===== src/rtl/piso_serializer.sv =====
// Parallel-in/serial-out transmitter: valid/ready word load, MSB-first shift, one bit per clk.
// Optional PARITY_EN appends an even-parity bit after the data word.
module piso_serializer #(
  parameter int unsigned WIDTH = 8
) (
  input  logic             clk,
  input  logic             rst,
  input  logic [WIDTH-1:0] data_in,
  input  logic             load_valid,
  output logic             load_ready,
  output logic             serial_out,
  output logic             serial_valid,
  output logic             serial_last
);

  localparam int unsigned CW = $clog2(WIDTH);

`ifdef PARITY_EN
  typedef enum logic [1:0] {StIdle, StShift, StPar} state_e;
`else
  typedef enum logic [1:0] {StIdle, StShift} state_e;
`endif

  state_e           state_q, state_d;
  logic [WIDTH-1:0] shreg_q, shreg_d;
  logic [CW-1:0]    cnt_q, cnt_d;
  logic             valid_q, valid_d;
  logic             last_q, last_d;
`ifdef PARITY_EN
  logic             parity_q, parity_d;
`endif

  always_comb begin
    state_d  = state_q;
    shreg_d  = shreg_q;
    cnt_d    = cnt_q;
    valid_d  = valid_q;
    last_d   = last_q;
`ifdef PARITY_EN
    parity_d = parity_q;
`endif
    unique case (state_q)
      StIdle: begin
        if (load_valid) begin
          state_d  = StShift;
          shreg_d  = data_in;
          cnt_d    = CW'(WIDTH - 1);
          valid_d  = 1'b1;
          last_d   = 1'b0;
`ifdef PARITY_EN
          parity_d = ^data_in;
`endif
        end
      end
      StShift: begin
        if (cnt_q != '0) begin
          shreg_d = shreg_q << 1;
          cnt_d   = cnt_q - CW'(1);
`ifdef PARITY_EN
          last_d  = 1'b0;
`else
          last_d  = (cnt_q == CW'(1));
`endif
        end else begin
`ifdef PARITY_EN
          // Parity bit rides in the MSB so serial_out stays a direct flop output.
          state_d = StPar;
          shreg_d = {parity_q, {(WIDTH-1){1'b0}}};
          valid_d = 1'b1;
          last_d  = 1'b1;
`else
          state_d = StIdle;
          shreg_d = '0;
          valid_d = 1'b0;
          last_d  = 1'b0;
`endif
        end
      end
`ifdef PARITY_EN
      StPar: begin
        state_d = StIdle;
        shreg_d = '0;
        valid_d = 1'b0;
        last_d  = 1'b0;
      end
`endif
      default: begin
        state_d = StIdle;
        shreg_d = '0;
        cnt_d   = '0;
        valid_d = 1'b0;
        last_d  = 1'b0;
      end
    endcase
  end

  always_ff @(posedge clk or posedge rst) begin
    if (rst) begin
      state_q  <= StIdle;
      shreg_q  <= '0;
      cnt_q    <= '0;
      valid_q  <= 1'b0;
      last_q   <= 1'b0;
`ifdef PARITY_EN
      parity_q <= 1'b0;
`endif
    end else begin
      state_q  <= state_d;
      shreg_q  <= shreg_d;
      cnt_q    <= cnt_d;
      valid_q  <= valid_d;
      last_q   <= last_d;
`ifdef PARITY_EN
      parity_q <= parity_d;
`endif
    end
  end

  assign load_ready   = (state_q == StIdle);
  assign serial_out   = shreg_q[WIDTH-1];
  assign serial_valid = valid_q;
  assign serial_last  = last_q;

endmodule


===== config.mk =====
export PLATFORM = sky130hd
export DESIGN_NAME = piso_serializer
export DESIGN_NICKNAME = d
export VERILOG_FILES = /design/src/rtl/piso_serializer.sv
export SDC_FILE = /design/constraint.sdc
export NUM_CORES = 1
export LEC_CHECK = 0
export ABC_AREA = 1
export BUFFER_PORTS_ARGS = -buffer_cell sky130_fd_sc_hd__buf_4
export CORE_UTILIZATION = 46
export CTS_CLUSTER_DIAMETER = 80
export DETAILED_ROUTE_END_ITERATION = 8
export PLACE_DENSITY = 0.72
export RECOVER_POWER = 100
export SYNTH_ARGS = -nofsm -noshare
export SYNTH_HDL_FRONTEND = slang
export SYNTH_SLANG_ARGS = --single-unit

===== constraint.sdc =====
create_clock -name clk -period 1.1 [get_ports clk]
set_input_delay 0.055 -clock clk [delete_from_list [all_inputs] [get_ports clk]]
set_output_delay 0.055 -clock clk [all_outputs]
set_load 0.01 [all_outputs]

# --- After elaboration in Yosys (flattened, before gate mapping) ---
# Cells that the tools add are included.
totals:
  register_bits: 15
  in_bits: 11
  output_inout_bits: 4
  word_cells: 30
classes:
  add_sub_neg: 1
  n_eq_ne: 5
  mux: 15
  reduce_logical: 4
op_table:
  columns: ["op", "count"]
  rows:
  - ["$mux W8", 2]
  - ["$pmux W8 S2", 1]
  - ["$mux W3", 2]
  - ["$ne A2 B2 Y1 const B", 3]
  - ["$pmux W3 S2", 1]
  - ["$mux W1", 4]
  - ["$mux W2", 2]
  - ["$pmux W1 S2", 2]
  - ["$pmux W2 S2", 1]
  - ["$reduce_and A2 Y1", 2]
  - ["$eq A3 B1 Y1 const B", 1]
  - ["$reduce_bool A3 Y1", 1]
  - ["$sub A3 B1 Y3 const B", 1]
  - ["$eq A2 B1 Y1 const B", 1]
  - ["$logic_not A2 Y1", 1]

# --- Depth between registers and ports, before layout ---
# Gate-level depths: netlist of the first run.
depth:
  word_depth: 3
  ltp_mapped: 7

# --- Worst setup path after synthesis of the first run ---
# Ideal clock, no wire load.
synth_timing:
  path_type: "register -> register"
  startpoint: "register cnt_q[0]"
  endpoint: "register cnt_q[2]"
  setup_time_ns: 0.116
  arrival_time_ns: 1.002
  required_time_ns: 0.984
  slack_ns: -0.019
  path_stages_with_launch: 8
  path_buffers: 0
  synth_period_minus_slack_ns: 1.119
  path_cell_list: "dfrtp_1 > inv_1 > ha_1 > nand2_4 > nand2_1 > nand2_2 > nand2_1 > nand2_1"
synth_between:
  elab_chain_cells: 3
  word_cells_on_any_way: 6
  classes_between: "add/sub (1); eq/ne (1); mux (2); reduce/logical (2)"
synth_lines:
  columns: ["element", "line_no", "text"]
  rows:
  - ["start: declaration", "26", "logic [CW-1:0] cnt_q, cnt_d;"]
  - ["start signal: assignment", "110", "cnt_q <= cnt_d;"]
  - ["$sub A3 B1 Y3 / $reduce_bool A3 Y1 (equally long branches)", "58, 56", null]
  - ["$mux W3 / $ne A2 B2 Y1 (equally long branches)", null, null]
  - ["$pmux W3 S2 / $reduce_and A2 Y1 (equally long branches)", null, null]
# Several ways; a longest one is shown, not always the timed one. The select of a mux whose other input is x is not followed.
# A chain may end at the register's enable or synchronous reset.

# --- Worst setup path after layout of the first run ---
layout_timing:
  startpoint: "register cnt_q[1]"
  endpoint: "register cnt_q[2]"
# Same word-level chain as after synthesis.

==> flow_metrics.py, run 1 <==
metrics = {
    "logic_synthesis": {
        "yosysUniqueCellTypes": 17,
        "synthMuxAreaShare": 0,
        "synth_top_family_by_area": "simple AND/OR/NAND/NOR gates",
        "synth_compound_gate_area_share": 0.1544,
        "yosysSeqAreaShare": 0.4668,
        "yosysWarnings": 0,
        "synth_top_area_cell": "dfrtp_1",
        "netlist_top_cells_count": "15 x nand2_1, 13 x dfrtp_1, 12 x nand3_1",
        "syn_area_um2": 696.9,
        "synthesis.nets": 92,
        "synthArstFlopShare": 1.000,
        "synth_adder_area_share": 0.05386,
        "synth.area.top_cells": "dfrtp_1 47%, nand3_1 8.6%, nand2_1 8.1%",
        "syn_area_per_cell_um2": 8.935,
        "yosysTopAreaCellShare": 0.4668,
        "yosysMostFrequentCell": "nand2_1",
        "synth_edf_count": 0,
        "ys.flop_type": "dfrtp_1",
        "synth_simple_gate_area_frac": 0.2388,
        "synthXorXnorAreaFrac": 0,
        "ys_ff_latch": 13,
        "syn_inst": 78,
    },
    "timing": {
        "hold_viol": 0,
        "finalCriticalPeriod_ps": 1093,
        "fin_tns_setup_ps": 0,
        "setup_violations": 0,
        "worst_pin_slew_ps": 516.7,
        "fin_skew_ps": 0.4684,
        "rsz0062_at_grt": "yes",
        "max_slew_margin": 0.6551,
        "fmax_mhz": 914.7,
        "period_share": 0.9938,
        "slew_viol_final": 0,
    },
    "floorplan": {
        "fp.dieH_um": 40.93,
        "start_util": 0.5162,
        "die-area_um2": 1675,
        "row_count": 13,
        "fp.coreArea_um2": 1350,
        "die_x_um": 40.93,
        "ioPinCount": 15,
    },
    "setup_path": {
        "reg2reg_depth": 7,
        "crit_buf_inv": 1,
        "regToRegEndpoint": "cnt_q[2]",
        "cpPeakStageDelay_ps": 400,
        "cp.arrival_ps": 1270,
        "critical_path.startpoint_type": "flop",
        "critical_path.max_fanout": 4,
        "critical_path_class": "reg2reg",
        "worstPathRequired_ps": 1270,
        "r2r-start": "cnt_q[1]",
        "crit_chain": "inv_2 -> ha_4 -> nand2_4 -> nand2_4 -> nand2_4 -> nand2_1 -> nand2_1",
        "crit_family": "flip-flops",
        "reg2reg_setup_slack_ps": 7,
        "endpoint_kind": "flop",
        "cpMaxStageDelayCell": "dfrtp_1",
        "worst_path_most_repeated_cell": "nand2_4",
    },
    "power_and_ir_drop": {
        "power_switching_w": 0.001200,
        "power_frac_seq": 0.290,
        "p_clk_frac": 0.101,
        "p_comb_frac": 0.609,
        "ir_worst_vdd_v": 0.001929,
        "powerDensity_nw_per_um2": 2823,
        "p_leak_nw": 0.5258,
        "swShare": 0.4035,
        "power.total_w": 0.002974,
        "p_int_w": 0.001774,
    },
    "finish": {
        "final_nets": 124,
        "n_antenna_cell": 0,
        "drive_gt1_frac": 0.5046,
        "syn_to_final_growth_pct": 51.17,
    },
    "min_path": {
        "hp-class": "in2reg",
        "min_path_cells": 3,
        "min_from": "data_in[0]",
        "whs_endpoint": "shreg_q[0]",
    },
    "global_routing": {
        "grt-ovfl-total": 0,
        "grt_pass1_wl_um": 2166,
        "grt_max_degree": 14,
        "grt_pass1_vias": 524,
        "track_usage": 0.2071,
        "antenna_found_initial": 0,
    },
    "clocking": {
        "numClockSinks": 13,
        "clockBufferDepth": 2,
        "htree_levels": 1,
        "clk_latency_ps": 270,
        "root_buffer": "clkbuf_4",
        "cts_tree": "built",
        "clkTransAtPathRegs_ps": 80,
        "cts_buffers": 3,
    },
    "run_status": {
        "outcome": "finished, final reports clean",
    },
    "placed_design": {
        "place_congestion": 0.7479,
        "io_buffers": 14,
        "hpwl_um": 1068,
    },
    "route": {
        "dr.pass1.iters": 2,
        "vias": 620,
        "wirelength_um": 1642,
        "drtAntennaViolNets": 0,
        "initialDrtViolationCount": 2,
        "drc": 0,
        "vias_per_cell": 5.000,
        "wl_per_cell_um": 13.24,
    },
    "flow_run": {
        "drv_cap": 0,
    },
}
[worst reg2reg max path, stage by stage, from the launching register on]
cell and delay, ps:
dfrtp_1 400, inv_2 90, ha_4 140, nand2_4 60, nand2_4 110, nand2_4 70
nand2_1 80, nand2_1 50
[how the worst max path moves through the flow]
stage                    start           end  slack [ps]  cells past startpoint
floorplan             cnt_q[0]      cnt_q[0]          20                      7
global placement      cnt_q[0]      cnt_q[2]          10                      8
detailed placement    cnt_q[1]      cnt_q[2]         -30                      8
CTS                 state_q[0]  serial_valid           2                      2
global route          cnt_q[1]      cnt_q[1]         -40                      7
finish                cnt_q[1]      cnt_q[2]           7                      7
[metal layers]
| layer | vias to the layer above | GRT usage | wire length (um) |
|---|---|---|---|
| li1 | 319 | - | - |
| met1 | 291 | 0.2310 | 733 |
| met2 | 8 | 0.3633 | 853 |
| met3 | 2 | 0.03261 | 38 |
| met4 | 0 | 0.1250 | 17 |
| met5 | - | 0 | 0 |
[final cells by class]
class / count / area, um2
Fill cell: 102 / 296.5
Sequential cell: 13 / 325.3
Multi-Input combinational cell: 55 / 405.4
Tap cell: 15 / 18.77
Timing Repair Buffer: 30 / 251.5
Clock buffer: 4 / 26.28
Inverter: 7 / 26.28
[power by group through the flow]
stage	clock [W]	sequential, W	combinational (W)
CTS	0.000312	0.000826	0.00144
detailed placement	0	0.000836	0.00133
global placement	0	0.000828	0.00128
floorplan	0	0.000837	0.000858
finish	0.000299	0.000863	0.00181
global route	0.000320	0.000891	0.00195
[repair_timing]
item,in CTS,in global routing
gates resized for setup,3,25
endpoints found under the hold margin,13,0
hold buffers,1,0
pin swaps,1,9
setup endpoints to repair,4,11
gates cloned,0,0
setup buffers,2,3
[kinds of logic after synthesis]
group	after synthesis
buf+inv	10
fa+ha+maj	3
compound gates	15
flops	13
simple gates	37
[per-stage QoR]
| step | hold WS (ps) | cells | worst slack, ps | utilization | area (um2) |
|---|---|---|---|---|---|
| final | 14.79 | 124 | 6.803 | 0.7804 | 1054 |
| after global routing | 30.90 | 124 | -39.82 | 0.7804 | 1054 |
| after CTS | 5.895 | 121 | 2.394 | 0.7025 | 948.4 |
| after detailed placement | 123.4 | 114 | -31.33 | 0.6515 | 879.6 |
| after global placement | 111.4 | 114 | 11.14 | 0.6515 | 879.6 |
| after floorplan | -68.04 | 78 | 22.67 | - | 701.9 |
[flip-flops by register name, summed over array words and instances (netlist names)]
register	flops
shreg_q	8
cnt_q	3
serial_last	1
state_q	1
[cell usage in the layout, fill, tap and decap left out, drive strengths merged, types with 3 or more instances in the layout]
cell,count
a21oi,7
buf,26
clkbuf,7
dfrtp,13
ha,3
inv,7
nand2,18
nand3,12
nor2,7
o21bai,7
(Power assumes the default switching activity.)
==> run 2, diff against run 1 <==
--- a/config.mk
+++ b/config.mk
@@ -6,7 +6,7 @@
 export NUM_CORES = 1
 export LEC_CHECK = 0
 export ABC_AREA = 1
-export BUFFER_PORTS_ARGS = -buffer_cell sky130_fd_sc_hd__buf_4
+export BUFFER_PORTS_ARGS = -buffer_cell sky130_fd_sc_hd__buf_2
 export CORE_UTILIZATION = 46
 export CTS_CLUSTER_DIAMETER = 80
 export DETAILED_ROUTE_END_ITERATION = 8
==> flow_metrics.py, run 2 (same netlist as run 1, synthesis figures left out) <==
metrics = {
    "setup_path": {
        "crit_path_start": "cnt_q[1]",
        "endpoint_kind": "flop",
        "cpMaxStageDelayCell": "dfrtp_1",
        "cpPeakStageDelay_ps": 400,
        "critical_path.max_fanout": 2,
        "worstPathRequired_ps": 1270,
        "reg2reg_setup_slack_ps": 10,
        "crit_family": "flip-flops",
        "cp.arrival_ps": 1250,
        "crit_buf_inv": 3,
        "critical_path.startpoint_type": "flop",
        "crit_end": "cnt_q[2]",
        "crit_chain": "inv_2 -> buf_6 -> ha_4 -> inv_2 -> nand2_1 -> nand3_1 -> nand2_1 -> nand2_1",
        "worst_path_most_repeated_cell": "nand2_1",
        "crit_cells": 8,
        "regToRegEndpoint": "cnt_q[2]",
        "r2r-start": "cnt_q[1]",
        "reg2reg_depth": 8,
        "critical_path_class": "reg2reg",
    },
    "min_path": {
        "hp-class": "in2reg",
        "min_from": "data_in[0]",
    },
    "clocking": {
        "htree_levels": 1,
        "cts_tree": "built",
        "root_buffer": "clkbuf_4",
        "clkTransAtPathRegs_ps": 80,
        "clockBufferDepth": 2,
        "cts_buffers": 3,
        "clk_latency_ps": 270,
        "numClockSinks": 13,
    },
    "timing": {
        "fin_tns_setup_ps": 0,
        "fin_skew_ps": 2.116,
        "max_slew_margin": 0.6604,
        "slew_viol_final": 0,
        "hold_slack_ps": 20.28,
        "period_share": 0.9875,
        "finalCriticalPeriod_ps": 1086,
        "worst_pin_slew_ps": 508.8,
        "fmax_mhz": 920.6,
        "hold_viol": 0,
        "rsz0062_at_grt": "yes",
        "setup_violations": 0,
    },
    "route": {
        "wirelength_um": 1448,
        "initialDrtViolationCount": 9,
        "dr.pass1.iters": 4,
        "drtAntennaViolNets": 0,
        "wl_per_cell_um": 12.27,
        "drc": 0,
        "vias": 578,
        "vias_per_cell": 4.898,
    },
    "finish": {
        "fin_area_um2": 934.6,
        "final_core_util": 0.6923,
        "n_antenna_cell": 0,
        "final_common_cell": "buf_2",
        "layout_common_cells": "14 x buf_2, 13 x nand2_1, 13 x dfrtp_1",
        "syn_to_final_growth_pct": 34.11,
        "largest-register": "shreg_q",
        "largest_register_ffs": 8,
        "drive_gt1_frac": 0.4175,
        "final_nets": 118,
        "top_regs": "shreg_q x8, cnt_q x3",
    },
    "placed_design": {
        "place_congestion": 0.7922,
        "hpwl_um": 979.8,
        "io_buffers": 14,
        "place_area_um2": 829.5,
    },
    "floorplan": {
        "die_x_um": 40.93,
        "die-area_um2": 1675,
        "ioPinCount": 15,
        "fp.coreArea_um2": 1350,
        "fp.dieH_um": 40.93,
        "start_util": 0.5162,
        "row_count": 13,
    },
    "power_and_ir_drop": {
        "powerDensity_nw_per_um2": 2772,
        "p_comb_frac": 0.565,
        "p_clk_frac": 0.111,
        "swShare": 0.4029,
        "power_switching_w": 0.001044,
        "power.total_w": 0.002591,
        "p_int_w": 0.001547,
        "p_leak_nw": 0.4826,
        "ir_worst_vdd_v": 0.001605,
        "power_frac_seq": 0.323,
    },
    "flow_run": {
        "drv_cap": 0,
    },
    "global_routing": {
        "antenna_found_initial": 0,
        "grt_pass1_vias": 505,
        "grt_pass1_wl_um": 2056,
        "grt-ovfl-total": 0,
        "track_usage": 0.1930,
        "grt_max_degree": 14,
    },
    "run_status": {
        "outcome": "finished, final reports clean",
    },
}
[run 2: power groups by stage]
stage          Combinational, W  Sequential, W  Clock, W
6_report                0.00146       0.000837  0.000289
3_5_place_dp            0.00122       0.000829         0
5_1_grt                 0.00160       0.000860  0.000330
4_1_cts                 0.00127       0.000822  0.000305
2_1_floorplan          0.000858       0.000837         0
3_3_place_gp            0.00119       0.000822         0
[run 2: how the worst min path moves through the flow]
stage	to	slack (ps)	cells after the start
after floorplan	cnt_q[0]	-70	1
after detailed placement	shreg_q[4]	110	2
after global routing	shreg_q[0]	30	3
after global placement	shreg_q[4]	100	2
final	shreg_q[0]	20	3
after CTS	shreg_q[0]	10	3
[run 2: metal layers]
layer	GRT usage	wire (um)	up-vias	share of wire
li1	-	-	305	-
met1	0.2222	685	261	0.47
met2	0.3242	713	10	0.49
met3	0.04891	37	2	0.026
met4	0.1000	12	0	0.0083
met5	0	0	-	0
[run 2: through the flow]
step           std cells  setup slack, ps
2_1_floorplan         78            22.67
3_5_place_dp         112           -7.086
4_1_cts              117            6.038
3_3_place_gp         112            19.50
5_1_grt              118           -76.08
6_report             118            13.73
[run 2: timing repair]
item	CTS	global route
hold buffers	1	0
buffers inserted	0	1
pin swaps	3	8
hold endpoints to repair	13	0
gates resized for setup	4	11
endpoints found under the setup margin	5	9
[run 2: area by class of cell]
type                            instances  area [um2]
Multi-Input combinational cell         55       370.4
Fill cell                             116       415.4
Timing Repair Buffer                   24       167.7
Tap cell                               15       18.77
Inverter                                7       26.28
Sequential cell                        13       325.3
Clock buffer                            4       26.28
[run 2: worst reg2reg max path: cells and delay by family, from the launching register on]
kind	cells	cell delay, ps
adders and majority gates	1	130
and+or+nand+nor	4	240
buffers and inverters	3	230
DFF	1	400
==> run 3, diff against run 2 <==
--- a/config.mk
+++ b/config.mk
@@ -7,10 +7,11 @@
 export LEC_CHECK = 0
 export ABC_AREA = 1
 export BUFFER_PORTS_ARGS = -buffer_cell sky130_fd_sc_hd__buf_2
-export CORE_UTILIZATION = 46
+export CORE_UTILIZATION = 49
+export CTS_BUF_LIST = sky130_fd_sc_hd__clkbuf_2
 export CTS_CLUSTER_DIAMETER = 80
 export DETAILED_ROUTE_END_ITERATION = 8
-export PLACE_DENSITY = 0.72
+export PLACE_DENSITY = 0.76
 export RECOVER_POWER = 100
 export SYNTH_ARGS = -nofsm -noshare
 export SYNTH_HDL_FRONTEND = slang
==> flow_metrics.py, run 3 (same netlist as run 1, synthesis figures left out) <==
metrics = {
    "setup_path": {
        "crit_path_start": "cnt_q[1]",
        "critical_path.startpoint_type": "flop",
        "endpoint_kind": "flop",
        "critical_path.max_fanout": 7,
        "critical_path_class": "reg2reg",
        "r2r-start": "cnt_q[1]",
        "worstPathRequired_ps": 1280,
        "cp.arrival_ps": 1330,
        "reg2reg_depth": 7,
    },
    "timing": {
        "setup_violations": 4,
        "fin_ws_ps": -49.58,
        "fmax_mhz": 869.9,
        "hold_slack_ps": 21.04,
        "max_slew_margin": 0.6672,
        "worst_pin_slew_ps": 498.7,
        "finalCriticalPeriod_ps": 1150,
        "slew_viol_final": 0,
        "rsz0062_at_grt": "yes",
        "hold_viol": 0,
        "period_share": 1.045,
        "fin_tns_setup_ps": -77.95,
        "fin_skew_ps": 12.95,
    },
    "route": {
        "vias": 627,
        "initialDrtViolationCount": 27,
        "drtAntennaViolNets": 0,
        "wirelength_um": 1554,
        "vias_per_cell": 5.225,
        "wl_per_cell_um": 12.95,
        "drc": 0,
        "dr.pass1.iters": 4,
    },
    "clocking": {
        "clockBufferDepth": 2,
        "numClockSinks": 13,
        "cts_tree": "built",
        "root_buffer": "clkbuf_2",
        "clkTransAtPathRegs_ps": 140,
        "cts_buffers": 3,
        "htree_levels": 1,
        "clk_latency_ps": 280,
    },
    "floorplan": {
        "fp.dieH_um": 39.72,
        "die_x_um": 39.72,
        "die-area_um2": 1577,
        "ioPinCount": 15,
        "start_util": 0.5290,
        "row_count": 13,
        "fp.coreArea_um2": 1318,
    },
    "global_routing": {
        "grt-ovfl-total": 0,
        "grt_max_degree": 14,
        "grt_pass1_vias": 488,
        "grt_pass1_wl_um": 2201,
        "antenna_found_initial": 0,
        "track_usage": 0.2254,
    },
    "finish": {
        "final_common_cell": "dfrtp_1",
        "n_antenna_cell": 0,
        "largest_register_ffs": 8,
        "drive_gt1_frac": 0.4190,
        "final_nets": 120,
        "largest-register": "shreg_q",
        "layout_common_cells": "13 x dfrtp_1, 11 x nand3_1, 11 x buf_2",
        "final_core_util": 0.7303,
        "top_regs": "shreg_q x8, cnt_q x3",
        "fin_area_um2": 962.2,
        "syn_to_final_growth_pct": 38.06,
    },
    "placed_design": {
        "place_congestion": 0.7888,
        "place_area_um2": 809.5,
        "io_buffers": 14,
        "hpwl_um": 989.3,
        "pre_cts_ws_ps": -43.50,
    },
    "min_path": {
        "hp-class": "in2reg",
        "min_path_cells": 3,
        "min_from": "load_valid",
    },
    "run_status": {
        "violations": "negative setup slack",
        "outcome": "finished with violations",
    },
    "power_and_ir_drop": {
        "powerDensity_nw_per_um2": 2881,
        "p_leak_nw": 0.4804,
        "ir_worst_vdd_v": 0.001431,
    },
    "flow_run": {
        "drv_cap": 0,
    },
}
## run 3: changes by cell type in the layout (fill, tap and decap cells not counted), sizes merged
cell         previous run  this run
buf                    23        22
clkbuf                  4         5
clkinv                  0         1
dlygate4sd3             1         2
## run 3: timing repair
action                                  in CTS  in global routing
hold buffers                                 2                  0
pin swaps                                    1                  7
buffers inserted                             1                  2
resized for setup                            4                 18
hold endpoints to repair                    14                  0
endpoints found under the setup margin       3                  7
## run 3: worst max-delay path, cell delays in order, from the launching register on
cell     delay (ps)
dfrtp_1         420
inv_2           100
ha_4            160
nand2_8          80
nand2_8          90
nand2_4          60
nand2_2          70
nand2_1          60
## run 3: worst paths after layout
kind | to | slack [ps]
max | cnt_q[0] | -50
min | shreg_q[0] | 20
max reg2reg | cnt_q[0] | -50
min reg2reg | shreg_q[0] | 540
max in group asynchronous | shreg_q[2] | 440
min in group asynchronous | shreg_q[0] | 310
## run 3: where the power goes
| group | internal (W) | switching, W |
|---|---|---|
| Combinational | 0.000802 | 0.000869 |
| Sequential | 0.000703 | 0.000148 |
| Clock | 0.0000822 | 0.000169 |
## run 3: per-layer routing
layer	part of all wire	track usage
met3	0.069	0.06818
met4	0.022	0.1034
met2	0.49	0.3279
met1	0.42	0.3022
met5	0	0
## run 3: through the flow
step | cells | total power, W
final | 120 | 0.002772
after global routing | 120 | 0.002953
after CTS | 118 | 0.002353
after floorplan | 78 | 0.001694
after detailed placement | 111 | 0.002020
after global placement | 111 | 0.001985
## run 3: area by class of cell
cell class	count	area [um2]
Multi-Input combinational cell	55	384.1
Fill cell	88	355.3
Sequential cell	13	325.3
Timing Repair Buffer	26	187.7
Inverter	7	26.28
Tap cell	15	18.77
Clock buffer	3	15.01
Clock inverter	1	5.005
